### config.mk
export PLATFORM = sky130hd
export DESIGN_NAME = stopwatch_display
export DESIGN_NICKNAME = d
export VERILOG_FILES = /design/src/rtl/stopwatch_display.sv
export SDC_FILE = /design/constraint.sdc
export NUM_CORES = 1
export LEC_CHECK = 0
export CAP_MARGIN = 20
export CELL_PAD_IN_SITES_DETAIL_PLACEMENT = 0
export CELL_PAD_IN_SITES_GLOBAL_PLACEMENT = 1
export CORE_AREA = 3 3 84 94
export CTS_BUF_LIST = sky130_fd_sc_hd__clkbuf_4 sky130_fd_sc_hd__clkbuf_8 sky130_fd_sc_hd__clkbuf_16
export DETAILED_ROUTE_END_ITERATION = 6
export DIE_AREA = 0 0 87 97
export DONT_BUFFER_PORTS = 1
export GPL_TIMING_DRIVEN = 0
export PLACE_DENSITY_LB_ADDON = 0.1
export SLEW_MARGIN = 40
export SYNTH_ARGS = -nofsm -noshare
export SYNTH_HDL_FRONTEND = slang
export SYNTH_SLANG_ARGS = --single-unit
### constraint.sdc
create_clock -name clk_i -period 7.11 [get_ports clk_i]
set_clock_uncertainty 0.2 [all_clocks]
set_input_delay 1.422 -clock clk_i [delete_from_list [all_inputs] [get_ports clk_i]]
set_output_delay 1.422 -clock clk_i [all_outputs]
set_load 0.005 [all_outputs]
### src/rtl/stopwatch_display.sv
// stopwatch_display: multiplexed 4-digit 7-segment driver for an MM:SS stopwatch.
//
// Scans one digit every REFRESH_DIV clocks in the order seconds ones, seconds tens,
// minutes ones, minutes tens. At the start of each frame it snapshots the time, so
// the four digits of one frame always come from a single consistent time value.
// All display outputs are registered and change only on a scan tick.
//
// Ports:
//   clk_i       clock, rising edge
//   rst_ni      asynchronous active-low reset
//   enable_i    1 = display on, 0 = anodes off (scan continues); sampled on ticks
//   minutes_i   binary minutes 0-59 (values above 59 are shown as dashes)
//   seconds_i   binary seconds 0-59 (values above 59 are shown as dashes)
//   anode_o     active-low digit enables, bit0 = seconds ones .. bit3 = minutes tens
//   segments_o  active-low {g,f,e,d,c,b,a}
//   dp_o        active-low decimal point, lit on the minutes-ones digit
//
// Build option: define LEADING_ZERO_BLANK_EN to blank the minutes-tens digit when
// the minutes value is below 10.

module stopwatch_display #(
    parameter int unsigned REFRESH_DIV = 50000
) (
    input  logic       clk_i,
    input  logic       rst_ni,
    input  logic       enable_i,
    input  logic [5:0] minutes_i,
    input  logic [5:0] seconds_i,
    output logic [3:0] anode_o,
    output logic [6:0] segments_o,
    output logic       dp_o
);

    localparam int unsigned CntW = (REFRESH_DIV > 2) ? $clog2(REFRESH_DIV) : 1;
    localparam logic [CntW-1:0] CntMax = CntW'(REFRESH_DIV - 1);

    localparam logic [6:0] SegDash  = 7'b0111111;
    localparam logic [6:0] SegBlank = 7'b1111111;

    logic [CntW-1:0] cnt_q, cnt_d;
    logic [1:0]      idx_q, idx_d;
    logic            started_q, started_d;
    logic [5:0]      min_q, min_d;
    logic [5:0]      sec_q, sec_d;
    logic [3:0]      anode_q, anode_d;
    logic [6:0]      seg_q, seg_d;
    logic            dp_q, dp_d;

    logic            tick;
    logic            wrap;
    logic [6:0]      seg_new;

    function automatic logic [3:0] tens_of(input logic [5:0] v);
        if (v >= 6'd50)      return 4'd5;
        else if (v >= 6'd40) return 4'd4;
        else if (v >= 6'd30) return 4'd3;
        else if (v >= 6'd20) return 4'd2;
        else if (v >= 6'd10) return 4'd1;
        else                 return 4'd0;
    endfunction

    function automatic logic [3:0] ones_of(input logic [5:0] v);
        logic [5:0] r;
        r = v - 6'(tens_of(v)) * 6'd10;
        return r[3:0];
    endfunction

    function automatic logic [6:0] seg_of(input logic [3:0] d);
        logic [6:0] s;
        case (d)
            4'd0:    s = 7'b1000000;
            4'd1:    s = 7'b1111001;
            4'd2:    s = 7'b0100100;
            4'd3:    s = 7'b0110000;
            4'd4:    s = 7'b0011001;
            4'd5:    s = 7'b0010010;
            4'd6:    s = 7'b0000010;
            4'd7:    s = 7'b1111000;
            4'd8:    s = 7'b0000000;
            4'd9:    s = 7'b0010000;
            default: s = SegBlank;
        endcase
        return s;
    endfunction

    // Pattern for one digit of a field; an out-of-range field shows dash on both digits.
    function automatic logic [6:0] field_seg(input logic [5:0] v, input logic tens_sel);
        if (v > 6'd59) return SegDash;
        return seg_of(tens_sel ? tens_of(v) : ones_of(v));
    endfunction

    assign tick = (cnt_q == CntMax);
    // The first tick after reset behaves like a 3->0 wrap so it captures and shows digit 0.
    assign wrap = tick && (!started_q || (idx_q == 2'd3));

    always_comb begin
        cnt_d     = tick ? '0 : cnt_q + CntW'(1);
        started_d = started_q | tick;
        idx_d     = idx_q;
        min_d     = min_q;
        sec_d     = sec_q;
        if (tick) begin
            idx_d = wrap ? 2'd0 : idx_q + 2'd1;
        end
        if (wrap) begin
            min_d = minutes_i;
            sec_d = seconds_i;
        end
    end

    // Digit pattern for the index being entered, using the post-capture snapshot.
    always_comb begin
        seg_new = SegBlank;
        unique case (idx_d)
            2'd0: seg_new = field_seg(sec_d, 1'b0);
            2'd1: seg_new = field_seg(sec_d, 1'b1);
            2'd2: seg_new = field_seg(min_d, 1'b0);
            2'd3: begin
                seg_new = field_seg(min_d, 1'b1);
`ifdef LEADING_ZERO_BLANK_EN
                if (min_d < 6'd10) seg_new = SegBlank;
`endif
            end
        endcase
    end

    always_comb begin
        anode_d = anode_q;
        seg_d   = seg_q;
        dp_d    = dp_q;
        if (tick) begin
            seg_d   = seg_new;
            anode_d = enable_i ? ~(4'b0001 << idx_d) : 4'b1111;
            dp_d    = !(enable_i && (idx_d == 2'd2));
        end
    end

    always_ff @(posedge clk_i or negedge rst_ni) begin
        if (!rst_ni) begin
            cnt_q     <= '0;
            idx_q     <= 2'd0;
            started_q <= 1'b0;
            min_q     <= 6'd0;
            sec_q     <= 6'd0;
            anode_q   <= 4'b1111;
            seg_q     <= SegBlank;
            dp_q      <= 1'b1;
        end else begin
            cnt_q     <= cnt_d;
            idx_q     <= idx_d;
            started_q <= started_d;
            min_q     <= min_d;
            sec_q     <= sec_d;
            anode_q   <= anode_d;
            seg_q     <= seg_d;
            dp_q      <= dp_d;
        end
    end

    assign anode_o    = anode_q;
    assign segments_o = seg_q;
    assign dp_o       = dp_q;

endmodule
==> summary by stage, run 1 <==
Run status
The flow ran to the end, and the final reports show no timing, DRC or antenna violations.

Power
The leakage power is 1.72 nW. The cell internal power dissipation is 330 uW. In this run the power density over the cells is 118 nW/um^2. The fraction of power spent switching nets is 0.278.

The total power of the final layout is 458 uW. Across the VDD grid, the largest voltage drop is 95.5 uV. The power share of the combinational group is 0.094. Of the total power, registers draw 0.527. The switching power is 127 uW.

The part of the power in the clock network is 0.380.

Clock network
The number of clock buffers inserted by TritonCTS is 5. The H-tree generated during clock tree synthesis spans 2 levels. The clock-pin slew reported for the worst setup and hold paths after clock tree synthesis is 0.09 ns. No sink is reached through more buffers than the 2 on the longest clock path.

The hold buffer count at CTS is 0. The post-cts gate resize count is 0. The CTS tree is yes. The root buffer cell is clkbuf_8. At the later pin of the worst-skew pair, clock insertion delay measures 0.30 ns. In this run the post-CTS setup repair buffer count came out at 0. The tree built by TritonCTS fans out to 42 sinks.

Die
The floorplan core area is 7010 sq um. The die covers 8440 sq um. The floorplan has 32 rows.

From bottom edge to top edge, the die measures 97 um. The starting density of the core is 0.523. The die is 87 um wide.

In this run the count of I/O pins placed on the die edge is 27.

Worst setup path
By startpoint and endpoint, the worst setup path is classified as flip-flop to flip-flop. Setup slack on the worst reg-to-reg path comes out at 1.97 ns. The family with the most delay on the worst path is buffers and inverters. The cell at the slowest stage of the critical path is nor2_1. Walking the worst path, the cells encountered are ha_1 > and3_1 > buf_2 > nand4_1 > nor2_1 > clkbuf_1 > a31oi_1 > o221ai_1 > mux2i_1 > inv_1 > ha_1 > inv_1 > fa_1 > clkbuf_1 > nor2_1 > mux2_2 > o32ai_1 > o31a_1. Tracing the worst setup path back leads to its startpoint at cnt_q[0]. STA classifies the critical path endpoint as a flip-flop.

The highest fanout seen on the critical path is 10. The critical path crosses 18 cells after its start point. In this run the worst setup path terminates at segments_o[0].

The worst path buffer plus inverter count is 5. On the worst path, the slowest cell contributes a delay of 0.63 ns. STA classifies the critical path startpoint as a flip-flop. The data arrival at the endpoint of the critical path is 5.19 ns. The start of the worst register-to-register path is cnt_q[0].

The capture instance of the worst register-to-register path is segments_o[0]. The required arrival time at the worst endpoint is 7.16 ns. The count of cells along the worst register-to-register path is 18.

Global routing
Entering global routing, the biggest net connects 43 pins. The met2 usage is 0.384. The leftover overflow at the end of global routing is 0. met2 is the most crowded layer. For this run, global-route usage on met1 was measured as 0.358. The initial antenna violation count is 0. The global-route wire length before repair is 16.5 mm. The met3 layer usage reported by global route is 0.0341. The via count of the first global-routing pass is 3181. The global router's overall resource usage is 0.245.

Drt
The antenna violation net count after detailed routing is 0. In this run, the number of DRC markers left after iteration 0 of detailed routing was 209. The mean number of vias per cell is 6.28. The first-pass iteration count of the detailed router is 5. The final wirelength is 9.95 mm. The number of vias in the routed layout is 3327. The average wire per standard cell is 18.8 um. After detailed routing, the number of remaining DRC violations is 0.

Synthesis
After synthesis the cells add up to 3660 sq um. In the post-synthesis netlist, the biggest area contributors are dfrtp_1 (21%), ha_1 (8.9%), dfstp_2 (7.9%). The count of different cell masters after synthesis is 71. In the synthesized netlist, the number of instances is 437. The synthesized design spends more area on one cell type than any other, namely dfrtp_1. In this run, synthesis inferred 0 flip-flops with an integrated enable. The net count of the mapped netlist is 480. The most frequently used flop master after synthesis is dfrtp_1.

The register area share after synthesis is 0.291. The synthesized design contains 42 register bits. Each instance of the synthesized netlist takes up on average 8.38 sq um. During synthesis, Yosys emitted a total of 0 warnings. The proportion of synthesized flip-flops having asynchronous set or reset is 1.00.

Of the post-synthesis cell area, the dominant cell type holds 0.212.

Final layout
0 antenna diodes ended up in the layout. In the final layout, the share of cells above drive strength 1 is 0.0921. Once layout is complete, the utilization of the core stands at 0.552.

Across the whole layout, storage elements account for 1060 sq um. The filler cells instantiated in the layout total 684. In the final layout, the multi-input gates occupy 2370 sq um. The area growth from synthesis to layout is 5.53%. The final cell count without fillers is 530. The number of nets in the layout is 487.

The final instance area is 3860 sq um.

STA
Setup repair after global routing left no endpoint under its margin. At the pin with the least slew margin, the transition time is 0.701 ns. The clock period could shrink to 5.14 ns.

Across all setup checks in the final design, the least slack found is 1.97 ns. Setup violations remaining at the end of the flow were counted as 0. In the final timing run, aggregate negative setup slack is 0 ns. The maximum clock rate is 0.195 GHz. The number of endpoints with negative hold slack in the final report is 0. The final max-slew violation count is 0.

Dividing the final minimum period by the clock period gives 0.723. Headroom to the max-slew limit came out at 0.531. Hold is met by 0.264 ns.

Placed design
The wire-length estimate of the detail-placed layout is 7.35 mm. The post-placement worst setup slack is 2.03 ns. The number of placed instances, taps included is 522. The count of input and output buffers is 0.

The placed cell area is 3770 sq um. Routability-driven placement finished with a final weighted congestion of 0.884.

Min path
The path category of the worst min-delay check is flip-flop to flip-flop. Counting instances, the worst hold path has a depth of 1.

Job
The number of max-cap violations is 0.
==> registers in the layout (all words and copies together), names as in the netlist <==
signal,cells
anode_o,4
cnt_q,16
idx_q,2
min_q,6
sec_q,6
segments_o,7
started_q,1
==> cell families after synthesis <==
kind of cell	synth area share
AO/OA/AOI/OAI	0.217
XOR/XNOR	0.0424
adder cells (fa/ha/maj)	0.116
buffers and inverters	0.0608
flip-flops	0.291
multiplexers	0.0615
AND/OR/NAND/NOR	0.212
==> worst reg2reg max path, cell delays in order, from the launching register on <==
cell	delay [ns]
dfrtp_1	0.38
ha_1	0.20
and3_1	0.15
buf_2	0.17
nand4_1	0.26
nor2_1	0.63
clkbuf_1	0.47
a31oi_1	0.16
o221ai_1	0.21
mux2i_1	0.18
inv_1	0.14
ha_1	0.15
inv_1	0.04
fa_1	0.54
clkbuf_1	0.33
nor2_1	0.09
mux2_2	0.28
o32ai_1	0.31
o31a_1	0.19
==> how the worst min path moves through the flow <==
stage	slack [ns]	start	endpoint
finish	0.26	cnt_q[0]	cnt_q[0]
global route	0.29	cnt_q[0]	cnt_q[0]
CTS	0.27	cnt_q[0]	cnt_q[0]
detailed placement	0.25	cnt_q[0]	cnt_q[0]
global placement	0.24	cnt_q[0]	cnt_q[0]
floorplan	0.23	cnt_q[0]	cnt_q[0]
==> per-layer routing <==
metal / vias up / wire length [um]
li1: 1597 / -
met1: 1597 / 4570
met2: 123 / 4670
met3: 10 / 620
met4: 0 / 98
met5: - / 0
==> cells in the mapped netlist, types with 5 or more instances <==
library cell  count
a211oi_1          5
a21oi_1          21
a31oi_1          11
and3_1           11
clkbuf_1         20
dfrtp_1          31
dfstp_2          11
ha_1             26
inv_1            32
maj3_1            6
mux2_2            9
mux2i_1          11
nand2_1          30
nand2b_1         10
nand3_1          17
nand4_1           7
nor2_1           38
nor2b_1           5
nor3_1           11
o211ai_1          7
o21ai_0          29
o22ai_1           5
xnor2_1           5
xor2_1            9
==> power by group through the flow <==
stage	combinational, mW	clock (mW)	sequential [mW]
finish	0.0428	0.174	0.241
global route	0.0481	0.189	0.241
CTS	0.0425	0.178	0.241
detailed placement	0.0419	0	0.246
global placement	0.0416	0	0.246
floorplan	0.0336	0	0.245
==> layout make-up <==
type,instances,share of cell area
inverter,32,0.0311
multi-input combinational,339,0.614
tap,85,0.0275
buffer,24,0.0265
clock buffer,5,0.0178
sequential,42,0.275
clock inverter,3,0.00712
==> cells in the final DEF (no fill, tap or decap), types with 9 or more instances in the layout <==
cell	n
a21oi_1	21
a31oi_1	11
and3_1	11
clkbuf_1	20
dfrtp_1	31
dfstp_2	11
ha_1	26
inv_1	32
mux2_2	9
mux2i_1	11
nand2_1	30
nand2b_1	10
nand3_1	17
nor2_1	38
nor3_1	11
o21ai_0	29
xor2_1	9
Power figures use the tool's default switching activity.
==> inputs of run 2 (changes only) <==
CORE_AREA = 3 3 91 102   (was 3 3 84 94)
DIE_AREA = 0 0 94 105   (was 0 0 87 97)
clock period = 4.6 ns   (was 7.11 ns; I/O delays follow)
==> summary by stage, run 2 (synthesis results as in run 1) <==
Power
VDD sags by at most 143 uV. For this design the total switching power over the nets is 184 uW. The part of the power in the clock network is 0.448. The fraction of power consumed by sequential logic is 0.465. The power share of the combinational group is 0.086.

The ratio of total power to cell area is 196 nW/um^2. Internal power comes to 617 uW. Of the total power, the share spent switching nets is 0.229.

The leakage power is 1.80 nW.

Drt
The antenna violation net count after detailed routing is 0. After detailed routing, the number of remaining DRC violations is 0. After the first detailed-routing iteration, the DRC count stood at 144.

The number of vias in the routed layout is 3344. After detailed routing, the average wire length per cell comes to 18.5 um. The first-pass iteration count of the detailed router is 4. The final wirelength is 10.4 mm. Using the TritonRoute via totals, the vias-per-cell ratio works out to 5.94.

STA
The tightest slew margin relative to the limit is 0.634. The final cycle utilization of the critical path is 0.948. The number of endpoints with negative hold slack in the final report is 0. The maximum clock rate is 0.229 GHz. The clock period could shrink to 4.36 ns. The post-route worst hold slack is 0.104 ns. The setup slack after layout is 0.237 ns.

Setup repair after global routing left no endpoint under its margin. The slew at the pin closest to its max-slew limit is 0.543 ns. The final max-slew violation count is 0. The setup-violating endpoint count in the final report is 0.

Worst setup path
Along the worst path, the maximum fanout reaches 10. The capture instance of the worst register-to-register path is segments_o[0]. STA classifies the critical path startpoint as a flip-flop.

In this run the critical register-to-register path is launched from cnt_q[0]. The cell at the slowest stage of the critical path is fa_2. STA classifies the critical path endpoint as a flip-flop.

The end point of the critical path is segments_o[0]. The critical path startpoint is cnt_q[0]. Walking the worst path, the cells encountered are ha_1 > and3_1 > buf_2 > and4_1 > buf_6 > clkbuf_2 > and3_1 > nor2_1 > nand2_1 > o22ai_1 > o21a_2 > inv_1 > ha_1 > inv_1 > fa_2 > nand2b_1 > a21o_1 > o211a_1 > o31a_1. For the worst setup path, the data required time is 4.63 ns. The delay contributed by the slowest stage of the critical path is 0.49 ns. Measured in cells, the most critical reg-to-reg path has a length of 19. The critical path in this run is classified as flip-flop to flip-flop. The data arrival at the endpoint of the critical path is 4.40 ns. The register-to-register setup slack is 0.24 ns.

Clock network
The clock passes through at most 2 buffers. The number of H-tree levels is 2. The CTS tree is yes. The root buffer cell is clkbuf_8.

The clock insertion delay at the later pin of the skew report is 0.30 ns. Clock-pin slew was measured on the worst setup and hold paths at 0.09 ns. The number of clock buffers inserted by TritonCTS is 5. CTS saw 42 sinks.

Final layout
The commonest non-fill, non-tap cell in the layout is nor2_1. In the layout the commonest cells are nor2_1 (37), inv_1 (32), dfrtp_1 (31), nand2_1 (30). Counting flops per register, the top entry is cnt_q.

From synthesis to final layout, the design area changed by 11.3%. The number of antenna diodes in the final layout is 0. The fraction of final layout cells sized beyond drive strength 1 is 0.137. The filler cells instantiated in the layout total 836. At the end of the flow, the number of nets in the layout was 494. The flip-flop count of the largest register, all copies and words added is 16.

Die
The number of placed I/O pins is 27. The vertical extent of the die is 105 um. For this configuration, the core starts out at a cell density of 0.440. From left edge to right edge, the die measures 94 um. The floorplan step defined a die boundary enclosing 9870 sq um.

The floorplan core area is 8320 sq um. The floorplan has 35 rows.

Placed design
Timing analysis after detailed placement gives a worst setup slack of -0.541 ns. Once detailed placement completed, the half-perimeter wirelength came to 7.68 mm. The count of input and output buffers is 0. At the end of routability-driven placement, the weighted congestion stood at 0.934.

Job
Across the run, the number of max-cap violations was 0.

Run status
The flow ran to the end, and the final reports show no timing, DRC or antenna violations.

Global routing
The via count of the first global-routing pass was 3282. Across every metal layer, demand over resource in global routing totals 0.214. The first global-routing pass estimated 16.7 mm of wire. The initial antenna violation count is 0. Entering global routing, the biggest net connects 43 pins. The leftover overflow at the end of global routing is 0.

Min path
In this run the worst hold path is classified as primary input to asynchronous set/reset pin.
## run 2: cell count changes in the layout (fill, tap and decap cells not counted), moves of 2 or more
cell / change
o21ai_1: +2
bufinv_16: +2
clkbuf_4: +3
clkbuf_2: +2
clkbuf_1: -5
a21oi_1: -2
buf_4: +7
a21oi_2: +2
o21ai_0: -3
## run 2: how the worst min path moves through the flow
stage                        start       end  slack, ns
after CTS                   rst_ni  sec_q[2]        0.1
after detailed placement  cnt_q[0]  cnt_q[0]       0.25
final                       rst_ni  sec_q[2]       0.10
after floorplan           cnt_q[0]  cnt_q[0]       0.23
after global routing        rst_ni  sec_q[2]       0.09
after global placement    cnt_q[0]  cnt_q[0]       0.25
## run 2: critical path: cells and delay by family (launching register included)
| family | cells | cell delay, ns |
|---|---|---|
| compound gates | 5 | 1.09 |
| simple gates | 6 | 1.05 |
| fa+ha+maj | 3 | 0.90 |
| buf+inv | 5 | 0.66 |
| flops | 1 | 0.41 |
## run 2: through the flow
step | std cells | area (sq um) | utilization | setup TNS (ns) | total power [mW]
after global routing | 563 | 4080 | 0.490 | 0 | 0.835
after CTS | 558 | 4000 | 0.480 | 0 | 0.807
after floorplan | 437 | 3660 | - | 0 | 0.431
final | 563 | 4080 | 0.490 | 0 | 0.801
after global placement | 548 | 3800 | 0.457 | -2.58 | 0.444
after detailed placement | 548 | 3800 | 0.457 | -2.80 | 0.444
## run 2: power groups by stage
| stage | sequential (mW) | combinational (mW) | clock, mW |
|---|---|---|---|
| after floorplan | 0.379 | 0.0519 | 0 |
| after global placement | 0.379 | 0.0647 | 0 |
| after detailed placement | 0.380 | 0.0648 | 0 |
| after CTS | 0.373 | 0.0658 | 0.369 |
| after global routing | 0.373 | 0.0775 | 0.385 |
| final | 0.373 | 0.0691 | 0.359 |
## run 2: final cells by class
| class | count | area, sq um | share of cell area |
|---|---|---|---|
| Clock inverter | 3 | 68.8 | 0.0169 |
| Clock buffer | 5 | 68.8 | 0.0169 |
| Tap cell | 111 | 139 | 0.0341 |
| Timing Repair Buffer | 7 | 52.6 | 0.0129 |
| Buffer | 24 | 128 | 0.0313 |
| Multi-Input combinational cell | 339 | 2430 | 0.597 |
| Sequential cell | 42 | 1060 | 0.261 |
| Inverter | 32 | 120 | 0.0295 |
## run 2: what timing repair did
| action | 4_1_cts | 5_1_grt |
|---|---|---|
| pin swaps | 2 | 1 |
| setup buffers | 2 | 5 |
| gates cloned | 0 | 0 |
| hold buffers | 0 | 0 |
| endpoints found under the setup margin | 7 | 7 |
| gates resized for setup | 14 | 15 |
## run 2: metal layers
| metal | up-vias | global-route usage | wire length (um) |
|---|---|---|---|
| li1 | 1612 | - | - |
| met1 | 1620 | 0.261 | 4370 |
| met2 | 88 | 0.378 | 5200 |
| met3 | 24 | 0.0338 | 481 |
| met4 | 0 | 0.0712 | 341 |
| met5 | - | 0 | 0 |
